===== config.mk =====
export PLATFORM = sky130hd
export DESIGN_NAME = bist_sequencer
export DESIGN_NICKNAME = d
export VERILOG_FILES = /design/src/rtl/bist_sequencer_pkg.sv /design/src/rtl/bist_run_counter.sv /design/src/rtl/bist_sequencer.sv
export SDC_FILE = /design/constraint.sdc
export NUM_CORES = 1
export LEC_CHECK = 0
export CORE_AREA = 4 4 51 53
export DETAILED_ROUTE_END_ITERATION = 7
export DIE_AREA = 0 0 55 57
export HOLD_SLACK_MARGIN = 0.15
export PLACE_DENSITY = 0.72
export SYNTH_ARGS = -nofsm -noshare
export SYNTH_HDL_FRONTEND = slang
export SYNTH_HIERARCHICAL = 1
export SYNTH_SLANG_ARGS = --single-unit

===== constraint.sdc =====
create_clock -name clk -period 2.15 [get_ports clk]
set_clock_uncertainty 0.15 [all_clocks]
set_input_delay 0.43 -clock clk [delete_from_list [all_inputs] [get_ports clk]]
set_output_delay 0.43 -clock clk [all_outputs]
set_load 0.02 [all_outputs]

===== src/rtl/bist_sequencer_pkg.sv =====
// State encoding and shared defaults for the BIST sequencer.
package bist_sequencer_pkg;

  localparam int NCLOCK_DEFAULT = 650;

  typedef enum logic [2:0] {
    ST_IDLE    = 3'd0,
    ST_START   = 3'd1,
    ST_INIT    = 3'd2,
    ST_RUNNING = 3'd3,
    ST_FINISH  = 3'd4,
    ST_DONE    = 3'd5
  } state_t;

endpackage


===== src/rtl/bist_run_counter.sv =====
// Per-round running-cycle counter with clear, enable and terminal-count flag.
// Latency: count and flag update one cycle after enable; clear wins over enable.
module bist_run_counter #(
  parameter  int NCLOCK = 650,
  localparam int CNT_W  = $clog2(NCLOCK + 1)
) (
  input  logic             clk,
  input  logic             reset,
  input  logic             clr,
  input  logic             en,
  output logic [CNT_W-1:0] cnt,
  output logic             tc
);

  always_ff @(posedge clk) begin
    if (reset || clr) begin
      cnt <= '0;
    end else if (en) begin
      cnt <= cnt + CNT_W'(1);
    end
  end

  assign tc = (cnt == CNT_W'(NCLOCK - 1));

endmodule


===== src/rtl/bist_sequencer.sv =====
// Multi-round BIST sequencer: START, INIT, NCLOCK running cycles, FINISH per round, then DONE.
// Moore outputs from the state register; abort returns to IDLE next cycle; optional signature check under BIST_SIG_CHECK_EN.
module bist_sequencer
  import bist_sequencer_pkg::*;
#(
  parameter  int               NCLOCK  = NCLOCK_DEFAULT,
  parameter  int               NROUNDS = 1,
  parameter  int               SIG_W   = 16,
  parameter  logic [SIG_W-1:0] GOLDEN  = '0,
  localparam int               CNT_W   = $clog2(NCLOCK + 1),
  localparam int               RND_W   = $clog2(NROUNDS + 1)
) (
  input  logic             clk,
  input  logic             reset,
  input  logic             start,
  input  logic             abort,
  input  logic [SIG_W-1:0] sig_in,
  output logic             init,
  output logic             running,
  output logic             toggle,
  output logic             finish,
  output logic             busy,
  output logic [RND_W-1:0] round_idx,
  output logic             bist_end,
  output logic             aborted,
  output logic             pass,
  output logic             fail
);

  state_t           state_q, state_d;
  logic             start_q;
  logic             rise;
  logic             abort_take;
  logic             last_round;
  logic [RND_W-1:0] rnd;
  logic [CNT_W-1:0] cnt;
  logic             cnt_tc;
  logic             cnt_en;
  logic             cnt_clr;
  logic             unused;

  // start_q resets high so a start held across reset never looks like an edge
  assign rise       = start & ~start_q;
  assign abort_take = abort & (state_q != ST_IDLE);
  assign last_round = (rnd == RND_W'(NROUNDS - 1));

  assign cnt_en  = (state_q == ST_RUNNING) & ~cnt_tc;
  assign cnt_clr = (state_q == ST_FINISH) | abort_take;

  bist_run_counter #(.NCLOCK(NCLOCK)) u_run_counter (
    .clk   (clk),
    .reset (reset),
    .clr   (cnt_clr),
    .en    (cnt_en),
    .cnt   (cnt),
    .tc    (cnt_tc)
  );

  always_ff @(posedge clk) begin
    if (reset) begin
      state_q <= ST_IDLE;
      start_q <= 1'b1;
      aborted <= 1'b0;
    end else begin
      state_q <= state_d;
      start_q <= start;
      aborted <= abort_take;
    end
  end

  always_comb begin
    state_d = state_q;
    case (state_q)
      ST_IDLE:    if (rise && !abort) state_d = ST_START;
      ST_START:   state_d = ST_INIT;
      ST_INIT:    state_d = ST_RUNNING;
      ST_RUNNING: if (cnt_tc) state_d = ST_FINISH;
      ST_FINISH:  state_d = last_round ? ST_DONE : ST_INIT;
      ST_DONE:    state_d = ST_IDLE;
      default:    state_d = ST_IDLE;
    endcase
    if (abort_take) state_d = ST_IDLE;
  end

  // round index stays at the last round through DONE, then returns to 0
  always_ff @(posedge clk) begin
    if (reset || abort_take) begin
      rnd <= '0;
    end else if (state_q == ST_START || state_q == ST_DONE) begin
      rnd <= '0;
    end else if (state_q == ST_FINISH && !last_round) begin
      rnd <= rnd + RND_W'(1);
    end
  end

  assign init      = (state_q == ST_INIT);
  assign running   = (state_q == ST_RUNNING);
  assign finish    = (state_q == ST_FINISH);
  assign bist_end  = (state_q == ST_DONE);
  assign busy      = (state_q != ST_IDLE);
  assign toggle    = running & cnt[0] & ~cnt_tc;
  assign round_idx = rnd;

`ifdef BIST_SIG_CHECK_EN
  always_ff @(posedge clk) begin
    if (reset) begin
      pass <= 1'b0;
      fail <= 1'b0;
    end else if (!abort_take) begin
      if (state_q == ST_START) begin
        pass <= 1'b0;
        fail <= 1'b0;
      end else if (state_q == ST_FINISH && last_round) begin
        pass <= (sig_in == GOLDEN);
        fail <= (sig_in != GOLDEN);
      end
    end
  end
  assign unused = ^cnt[CNT_W-1:1];
`else
  assign pass   = 1'b0;
  assign fail   = 1'b0;
  assign unused = ^{cnt[CNT_W-1:1], sig_in};
`endif

endmodule


After elaboration in Yosys (flattened, before gate mapping). Index checks and enable logic that the tools add are counted.

Add/subtract/negate cells: 2. Eq/ne operators: 8. Bitwise operators: 8. Muxes and demuxes: 4. Reductions and logical operators: 11.

Operator list (number): $pmux W3 S5 (1); $add A10 B1 Y10 const B (1); $eq A10 B10 Y1 const B (1); $mux W3 (3); $eq A3 B2 Y1 const B (2); $eq A3 B3 Y1 const B (2); $and A1 B1 Y1 (5); $reduce_or A2 Y1 (2); $eq A3 B1 Y1 const B (1); $logic_not A3 Y1 (1); $logic_or A1 B1 Y1 (3); $reduce_bool A3 Y1 (1); $logic_and A1 B1 Y1 (2); $ne A2 B1 Y1 const B (1); $ne A2 B2 Y1 const B (1); $not A1 Y1 (2); $reduce_and A2 Y1 (1); $add A1 B1 Y1 const B (1); $logic_not A1 Y1 (1); $or A1 B1 Y1 (1).

Logic and storage cells: 38. Input port bits: 20. Output and inout port bits: 10. Register bits: 16.

Longest topological paths before layout. Gate-level depths: netlist of the first run.

Word-level depth: 5. Gate-level depth with buffers: 10. Mapped depth without buffers: 9.

By module. Netlist of the first run, hierarchy kept.

Modules (own cells, without submodules): bist_run_counter (area an instance 481.7 sq um, seq. area each 200.2 sq um, times used 1, cells an instance 56); bist_sequencer (area an instance 320.3 sq um, seq. area each 120.1 sq um, times used 1, cells an instance 41).

Worst setup path after synthesis of the first run. Ideal clock, no wire load.

Path kind: register -> register. Start: reg u_run_counter.cnt[1]. End: reg u_run_counter.cnt[9]. Clock period less this slack: 2.180 ns. Arrival time: 1.959 ns. Setup time: 0.071 ns. Buffers on the path: 1. Stages on the path, launching flop included: 11. Setup slack: -0.030 ns. Cells stage by stage: dfxtp_1 inv_1 ha_1 nand4_1 nor4_1 or2_1 inv_1 buf_2 nand4_2 or4_1 a21oi_1.

Longest elaborated chain between the ends: 3. Elaborated cells on any way between the ends: 4.

RTL lines: start: declaration (line bist_run_counter.sv:11) `output logic [CNT_W-1:0] cnt,`; start signal: assignment (line bist_run_counter.sv:19) `cnt <= cnt + CNT_W'(1);`; $eq A10 B10 Y1 (line bist_run_counter.sv:23) `assign tc = (cnt == CNT_W'(NCLOCK - 1));`; named net cnt_tc (line bist_sequencer.sv:37) `logic cnt_tc;`; $not A1 Y1 (line bist_sequencer.sv:47) `assign cnt_en = (state_q == ST_RUNNING) & ~cnt_tc;`; $and A1 B1 Y1 (line bist_sequencer.sv:47); named net cnt_en (line bist_sequencer.sv:38) `logic cnt_en;`.

The timed path passes the listed nets, and every way through them passes these cells. A chain may end at the register's enable or synchronous reset.

Final worst setup path of the first run.
Start: reg u_run_counter.cnt[1]. End: out toggle.

Longest elaborated chain between the ends: 3.

RTL lines: $eq A10 B10 Y1 (line bist_run_counter.sv:23); named net cnt_tc (line bist_sequencer.sv:37); $not A1 Y1 (line bist_sequencer.sv:101) `assign toggle = running & cnt[0] & ~cnt_tc;`; $and A1 B1 Y1 (line bist_sequencer.sv:101); end: declaration (line bist_sequencer.sv:20) `output logic toggle,`.

The timed path passes the listed nets, and every way through them passes these cells.

==> impl_metrics.json, run 1 <==
{
  "hold_class": "register to register",
  "clockBufferDepth": 2,
  "drt_iter0_markers": 11,
  "max_freq_mhz": 454,
  "ys_seq_elements": 16,
  "route.detailed.drc": 0,
  "synth_area_um2": 802,
  "critPathCaptureType": "primary output",
  "gp_congestion": 0.807,
  "yosysWarnings": 6,
  "drv_cap": 0,
  "synthTopCellsByCount": "dfxtp_1, inv_1, nor2_1",
  "slowest_stage": "dfxtp_2",
  "worstSetupPathType": "register to primary output",
  "report.power.total_mw": 0.781,
  "timing.hold.ws_ns": 0.358,
  "synth-adder-area-share_pct": 3.12,
  "clkLatencyLatePin_ns": 0.29,
  "synthSimpleGateAreaFrac_pct": 30.1,
  "setup_tns_ns": -0.0543,
  "critPathBufInv": 3,
  "synth_area_per_cell_um2": 8.27,
  "post-route-min-period_ns": 2.20,
  "fin_util_pct": 56.4,
  "worst_slack_ns": -0.0543,
  "synth_cell_types": 34,
  "final_max_slew_viol_count": 0,
  "synth_async_sr_flop_share_pct": 0,
  "rrSetupSlack_ns": 0,
  "cts_tree": "built",
  "dp_slack_ns": -0.249,
  "h-tree-depth": 1,
  "cts_buffers": 3,
  "ant_nets": 0,
  "grt_pass1_wl_um": 3010,
  "synthCells": 97,
  "place_area_um2": 1060,
  "synth_top_family_by_area": "simple AND/OR/NAND/NOR gates",
  "dp_cells": 150,
  "synthMuxAreaShare_pct": 0,
  "via_count": 830,
  "dr.pass1.iters": 4,
  "antenna_found_initial": 0,
  "cts_hold_buf": 0,
  "cp.required_ns": 1.57,
  "diodes": 0,
  "fin_crit_sh_pct": 103,
  "synth-edff-count": 0,
  "start_util_pct": 37.3,
  "wl_met1_um": 777,
  "syn_to_final_growth_pct": 51.0,
  "setup_viol": 1,
  "powerDensity_nw_per_um2": 645,
  "finalInstanceArea_um2": 1210,
  "grt_overflow": 0,
  "ys.flop_type": "dfxtp_1",
  "drive_gt1_share_pct": 35.3,
  "synth_xor_area_share_pct": 4.37,
  "critPathMaxFanout": 2,
  "grt_util_all_layers_pct": 12.8,
  "violations": "negative setup slack",
  "max_stage_delay_ns": 0.33,
  "p_leak_nw": 0.534,
  "status": "finished, violations left",
  "die-area_um2": 3140,
  "cpMostUsedCell": "inv_2",
  "die_y_um": 57,
  "startpoint_type": "register",
  "critPathArrivalTime_ns": 1.62,
  "yosysTopAreaCell": "dfxtp_1",
  "path_delay_family": "simple AND/OR/NAND/NOR gates",
  "dr.max_layer_used": "met4",
  "final_nets": 159,
  "grt_max_degree": 11,
  "core_um2": 2150,
  "avgRoutedWirePerCell_um": 11.3,
  "timing.critical_path.cells": "inv_2, ha_4, nand4_1, nor4_2, or2_1, inv_2, and2_4, buf_6",
  "yosysTopAreaCellShare_pct": 39.9,
  "totalWireLength_um": 1850,
  "vdd_drop_max_mv": 0.427,
  "netlist_top_cells_area": "dfxtp_1, a21oi_1, nand4_1",
  "wl_met2_um": 891,
  "cts-root-buf": "clkbuf_4",
  "rsz0062_at_grt": "true",
  "clock-sinks": 16,
  "seq_area_frac_synth_pct": 39.9,
  "dp.final_hpwl_um": 1350,
  "synth_compound_area_share_pct": 14.7,
  "grt_pass1_vias": 771,
  "io_pins": 30,
  "drt-vias-per-instance": 5.06,
  "met3WireLength_um": 132,
  "path_clk_slew_ns": 0.09,
  "yosysMostFrequentCell": "dfxtp_1",
  "hold_viol": 0,
  "die_w_um": 55,
  "fin_cells": 164,
  "io_buffers": 11,
  "std_cell_rows": 17
}
==> state kept, by name (all words and copies together) (netlist names) <==
register and flops:
u_run_counter/cnt 10, state_q 3, aborted 1, round_idx 1, start_q 1
==> worst reg2reg max path, stage by stage (launching register included) <==
cell and delay [ns]:
dfxtp_2 0.34, inv_2 0.04, ha_4 0.15, nand4_1 0.09, nor4_2 0.06, or2_1 0.25
inv_2 0.07, buf_4 0.10, buf_8 0.11, nand4_1 0.14, or4_1 0.43, a21oi_1 0.15
==> cell type report <==
cell class,instances,area [um2]
Clock buffer,4,36.3
Fill cell,196,937
Inverter,8,30.0
Multi-Input combinational cell,69,464
Sequential cell,16,323
Tap cell,28,35.0
Timing Repair Buffer,39,323
==> cells in the final DEF, fill, tap and decap left out, types with 3 or more instances in the layout <==
master,instances
dlygate4sd2_1,3
nand3_1,3
o21ai_0,6
xor2_1,3
buf_4,27
dfxtp_1,14
nand4_1,5
nand2_1,6
clkbuf_4,3
a21oi_1,6
clkdlybuf4s50_1,5
nor2_1,8
inv_1,6
==> per-layer routing <==
layer	vias up	GRT usage, %
met5	-	0
li1	416	-
met3	7	2.87
met2	25	21.8
met4	0	7.29
met1	382	13.9
==> kinds of logic (layout without fill, tap and decap cells) <==
family | count (synthesis) | count (layout)
AOI/OAI and AO/OA | 20 | 20
xor gates and xnor gates | 4 | 4
adders and majority gates | 2 | 2
buffers and inverters | 13 | 51
DFF | 16 | 16
other | 1 | 2
and+or+nand+nor | 41 | 41
==> where the power goes <==
group | total (mW) | switching [mW] | internal (mW)
clock | 0.197 | 0.0934 | 0.103
sequential | 0.334 | 0.0169 | 0.317
combinational | 0.250 | 0.132 | 0.118
total | 0.781 | 0.242 | 0.539
==> timing repair <==
item / CTS / global route
gates cloned: 0 / 0
endpoints found under the setup margin: 8 / 8
gates resized for setup: 10 / 16
setup buffers: 4 / 6
pin swaps: 3 / 6
==> final timing paths <==
kind	start	endpoint	cells after the start
worst max-delay path	u_run_counter/cnt[1]$_SDFFE_PP0P_	toggle	8
worst min-delay path	round_idx$_SDFFE_PP0P_	state_q[1]$_SDFFE_PP0P_	2
worst min register to register	round_idx$_SDFFE_PP0P_	state_q[1]$_SDFFE_PP0P_	2
worst max register to register	u_run_counter/cnt[1]$_SDFFE_PP0P_	u_run_counter/cnt[7]$_SDFFE_PP0P_	11
Note: power is estimated with default switching activity, not from simulation.
==> run 2: changes to the inputs <==
Settings changed: HOLD_SLACK_MARGIN 0.15 to not set, TNS_END_PERCENT set to 30.
==> run 2 against run 1 <==
Net effect:
- the run still ends with negative setup slack left
- critical path depth unchanged
- die area unchanged
- worst hold slack about the same
- fmax about the same
- routed wire length shrank 0.92%
- power is 0.84% lower
- sequential share of layout area is 1.1 points higher
- combinational power down 3%
- via count fell by 1.1%
- critical path type unchanged
- critical endpoint unchanged
- largest power group unchanged
==> impl_metrics.json, run 2 (same netlist as run 1, synthesis figures left out) <==
{
  "status": "finished, violations left",
  "violations": "negative setup slack",
  "start_util_pct": 37.3,
  "cts_hold_buf": 0,
  "die_w_um": 55,
  "core_um2": 2150,
  "critPathArrivalTime_ns": 1.63,
  "post-route-min-period_ns": 2.21,
  "grt_max_degree": 11,
  "critPathCaptureType": "primary output",
  "worstRegToRegCells": 10,
  "rsz0062_at_grt": "true",
  "startpoint_type": "register",
  "drv_cap": 0,
  "die-area_um2": 3140,
  "die_y_um": 57,
  "min_path_cells": 2,
  "clockBufferDepth": 2,
  "worstSetupPathType": "register to primary output",
  "clock-sinks": 16,
  "grt_pass1_vias": 776,
  "clkLatencyLatePin_ns": 0.29,
  "finalInstanceArea_um2": 1160,
  "grt_overflow": 0,
  "reg_top3": "u_run_counter/cnt (10), state_q (3)",
  "route.detailed.drc": 0,
  "path_delay_family": "simple AND/OR/NAND/NOR gates",
  "p_leak_nw": 0.508,
  "cts_tree": "built",
  "powerDensity_nw_per_um2": 665,
  "final_common_cell": "buf_4",
  "cts-root-buf": "clkbuf_4",
  "final_max_slew_viol_count": 0,
  "hold_viol": 0,
  "vdd_drop_max_mv": 0.403,
  "io_buffers": 11,
  "antenna_found_initial": 0,
  "cpMostUsedCell": "inv_2",
  "layout_common_cells": "buf_4, dfxtp_1, nor2_1, a21oi_1",
  "top_register": "u_run_counter/cnt",
  "critPathBufInv": 3,
  "cp.depth": 8,
  "cts_buffers": 3,
  "h-tree-depth": 1,
  "timing.critical_path.cells": "inv_2, ha_4, nand4_1, nor4_2, or2_1, inv_2, and2_4, buf_6",
  "grt_pass1_wl_um": 3020,
  "dp.final_hpwl_um": 1350,
  "max_freq_mhz": 453,
  "syn_to_final_growth_pct": 45.2,
  "critPathMaxFanout": 2,
  "final_nets": 156,
  "path_clk_slew_ns": 0.09,
  "setup_viol": 2,
  "max_stage_delay_ns": 0.33,
  "ant_nets": 0,
  "slowest_stage": "dfxtp_2",
  "io_pins": 30,
  "dr.pass1.iters": 4,
  "drive_gt1_share_pct": 33.1,
  "fin_crit_sh_pct": 103,
  "largest_reg_flops": 10,
  "std_cell_rows": 17,
  "diodes": 0,
  "place_area_um2": 1060,
  "worst_slack_ns": -0.0558,
  "drt_iter0_markers": 7,
  "gp_congestion": 0.807,
  "cp.required_ns": 1.57,
  "hold_class": "register to register",
  "drt-vias-per-instance": 5.10,
  "via_count": 821,
  "dp_slack_ns": -0.249,
  "totalWireLength_um": 1830,
  "avgRoutedWirePerCell_um": 11.4,
  "grt_util_all_layers_pct": 12.8,
  "setup_tns_ns": -0.0587
}
run 2: path summary, 6_finish.rpt:
| path | from | end | slack (ns) |
|---|---|---|---|
| min | round_idx$_SDFFE_PP0P_ | state_q[1]$_SDFFE_PP0P_ | 0.36 |
| max | u_run_counter/cnt[1]$_SDFFE_PP0P_ | toggle | -0.06 |
| max reg2reg | u_run_counter/cnt[1]$_SDFFE_PP0P_ | u_run_counter/cnt[9]$_SDFFE_PP0P_ | 0 |
| min reg2reg | round_idx$_SDFFE_PP0P_ | state_q[1]$_SDFFE_PP0P_ | 0.36 |
run 2: layout make-up:
| cell class | count | area, um2 |
|---|---|---|
| Fill cell | 212 | 983 |
| Multi-Input combinational cell | 69 | 448 |
| Sequential cell | 16 | 323 |
| Timing Repair Buffer | 36 | 293 |
| Clock buffer | 4 | 36.3 |
| Tap cell | 28 | 35.0 |
| Inverter | 8 | 30.0 |
run 2: power by group:
part / switching [mW] / internal [mW]
clock: 0.0941 / 0.103
sequential: 0.0169 / 0.317
combinational: 0.130 / 0.113
run 2: metal layers:
| layer | routed length [um] | track usage, % | up-vias | share of wire (%) |
|---|---|---|---|---|
| met3 | 119 | 2.87 | 5 | 6.5 |
| li1 | - | - | 410 | - |
| met4 | 42 | 7.29 | 0 | 2.3 |
| met1 | 780 | 13.7 | 385 | 43 |
| met5 | 0 | 0 | - | 0 |
| met2 | 891 | 22.0 | 21 | 49 |
run 2: per-stage QoR:
| stage | hold slack, ns | power, mW | cells | utilization, % |
|---|---|---|---|---|
| global placement | 0.349 | 0.587 | 150 | 49.2 |
| CTS | 0.368 | 0.780 | 158 | 52.2 |
| global route | 0.406 | 0.823 | 161 | 54.2 |
| detailed placement | 0.354 | 0.591 | 150 | 49.2 |
| floorplan | 0.302 | 0.495 | 98 | - |
| finish | 0.358 | 0.774 | 161 | 54.2 |
run 2: timing repair:
action | CTS | global route
buffers inserted | 4 | 3
pin swaps | 3 | 5
endpoints found under the hold margin | 0 | 0
setup endpoints to repair | 8 | 8
resized for setup | 10 | 11
run 2: worst reg2reg max path: cells and delay by family (launching register included):
kind,cells,cell delay (ns)
compound gates,1,0.15
flops,1,0.34
simple gates,5,1.02
fa+ha+maj,1,0.15
buf+inv,3,0.27
==> run 3: changes to the inputs <==
Settings changed: CORE_AREA 4 4 51 53 to 4 4 50 52, DIE_AREA 0 0 55 57 to 0 0 54 56.
Clock period 2.15 ns to 2.4 ns, I/O delays scaled along.
==> run 3 against run 2 <==
Net effect:
- the flow now finishes without violations
- setup slack improved by 0.17 ns
- combinational power decreased by 16%
- first-iteration DRC count increased by 110%
- register-to-register slack improved by 0.23 ns
- critical endpoint is now busy
- clock power decreased by 31%
- flip-flop and latch count unchanged
==> impl_metrics.json, run 3 (same netlist as run 1, synthesis figures left out) <==
{
  "grt_pass1_vias": 673,
  "slowest_stage": "clkdlybuf4s50_1",
  "met3WireLength_um": 87,
  "setup_viol": 0,
  "dp.final_hpwl_um": 1210,
  "ant_nets": 0,
  "vdd_drop_max_mv": 0.340,
  "finalInstanceArea_um2": 1040,
  "critPathMaxFanout": 7,
  "postCtsSetupBuffers": 0,
  "cts_hold_buf": 0,
  "fin_crit_sh_pct": 95.2,
  "worst_slack_ns": 0.115,
  "totalWireLength_um": 1620,
  "clock-sinks": 16,
  "antenna_found_initial": 0,
  "post-route-min-period_ns": 2.29,
  "wl_met2_um": 759,
  "startpoint_type": "register",
  "timing.hold.ws_ns": 0.355,
  "cts-root-buf": "clkbuf_4",
  "cts_buffers": 3,
  "avgRoutedWirePerCell_um": 11.3,
  "report.power.total_mw": 0.644,
  "drt-vias-per-instance": 5.06,
  "layout_common_cells": "dfxtp_1, clkdlybuf4s50_1, buf_4, nor2_1, a21oi_1",
  "final_nets": 140,
  "clockBufferDepth": 2,
  "die-area_um2": 3020,
  "max_freq_mhz": 438,
  "wl_met1_um": 748,
  "drv_cap": 0,
  "gp_congestion": 0.824,
  "fin_cells": 144,
  "hold_class": "register to register",
  "final_common_cell": "dfxtp_1",
  "setup_tns_ns": 0,
  "powerDensity_nw_per_um2": 622,
  "grt_util_all_layers_pct": 12.1,
  "cts_tree": "built",
  "hold_viol": 0,
  "p_leak_nw": 0.393,
  "via_count": 729,
  "dp_cells": 141,
  "grt_pass1_wl_um": 2770,
  "status": "finished clean",
  "h-tree-depth": 1,
  "critPathCaptureType": "primary output",
  "fin_util_pct": 49.2,
  "dr.max_layer_used": "met4",
  "grt_max_degree": 11,
  "dr.pass1.iters": 4,
  "diodes": 0,
  "reg_top3": "u_run_counter/cnt (10), state_q (3)",
  "path_clk_slew_ns": 0.09,
  "drt_iter0_markers": 15,
  "core_um2": 2110,
  "worstSetupPathType": "register to primary output",
  "clkLatencyLatePin_ns": 0.28,
  "drive_gt1_share_pct": 22.4,
  "die_w_um": 54,
  "die_y_um": 56,
  "top_register": "u_run_counter/cnt",
  "timing.critical_path.cells": "buf_4, or3_4, clkdlybuf4s50_1",
  "std_cell_rows": 17,
  "n_fill_cell": 212,
  "critPathArrivalTime_ns": 1.66,
  "dp_slack_ns": -0.0224,
  "syn_to_final_growth_pct": 29.2,
  "place_area_um2": 990,
  "rsz0062_at_grt": "false",
  "io_buffers": 11,
  "io_pins": 30,
  "final_max_slew_viol_count": 0,
  "max_stage_delay_ns": 0.55,
  "largest_reg_flops": 10,
  "cp.required_ns": 1.77,
  "route.detailed.drc": 0,
  "grt_overflow": 0,
  "start_util_pct": 38.1
}
==> run 3: worst max-delay path, delay by kind of cell (launching register included) <==
family | cells | cell delay [ns]
flops | 1 | 0.33
buf+inv | 2 | 0.70
simple gates | 1 | 0.34
==> run 3: final cells by class <==
| type | count | area [um2] | share of cell area (%) |
|---|---|---|---|
| timing repair buffer | 20 | 178 | 17.1 |
| sequential | 16 | 323 | 31.2 |
| inverter | 8 | 30.0 | 2.90 |
| multi-input combinational | 69 | 448 | 43.2 |
| tap | 28 | 35.0 | 3.38 |
| clock buffer | 3 | 22.5 | 2.17 |
==> run 3: power by group <==
group | internal, mW | switching [mW] | total, mW
combinational | 0.0998 | 0.104 | 0.204
sequential | 0.284 | 0.0198 | 0.304
clock | 0.0583 | 0.0781 | 0.136
==> run 3: metal layers <==
| metal | up-vias | GRT usage [%] |
|---|---|---|
| met2 | 17 | 17.8 |
| li1 | 381 | - |
| met3 | 3 | 2.41 |
| met5 | - | 0 |
| met4 | 0 | 6.76 |
| met1 | 328 | 16.1 |
==> run 3: timing repair <==
action | 4_1_cts | 5_1_grt
setup endpoints to repair | 2 | 1
hold endpoints to repair | 0 | 0
pin swaps | 2 | 3
resized for setup | 4 | 11
==> run 3: path summary, 6_finish.rpt <==
kind	start	endpoint	slack (ns)	depth (start not counted)
hold / removal	u_run_counter/cnt[9]$_SDFFE_PP0P_	u_run_counter/cnt[9]$_SDFFE_PP0P_	0.35	2
setup reg to reg	u_run_counter/cnt[1]$_SDFFE_PP0P_	u_run_counter/cnt[9]$_SDFFE_PP0P_	0.23	10
hold reg to reg	u_run_counter/cnt[9]$_SDFFE_PP0P_	u_run_counter/cnt[9]$_SDFFE_PP0P_	0.35	2
setup / recovery	state_q[1]$_SDFFE_PP0P_	busy	0.11	3
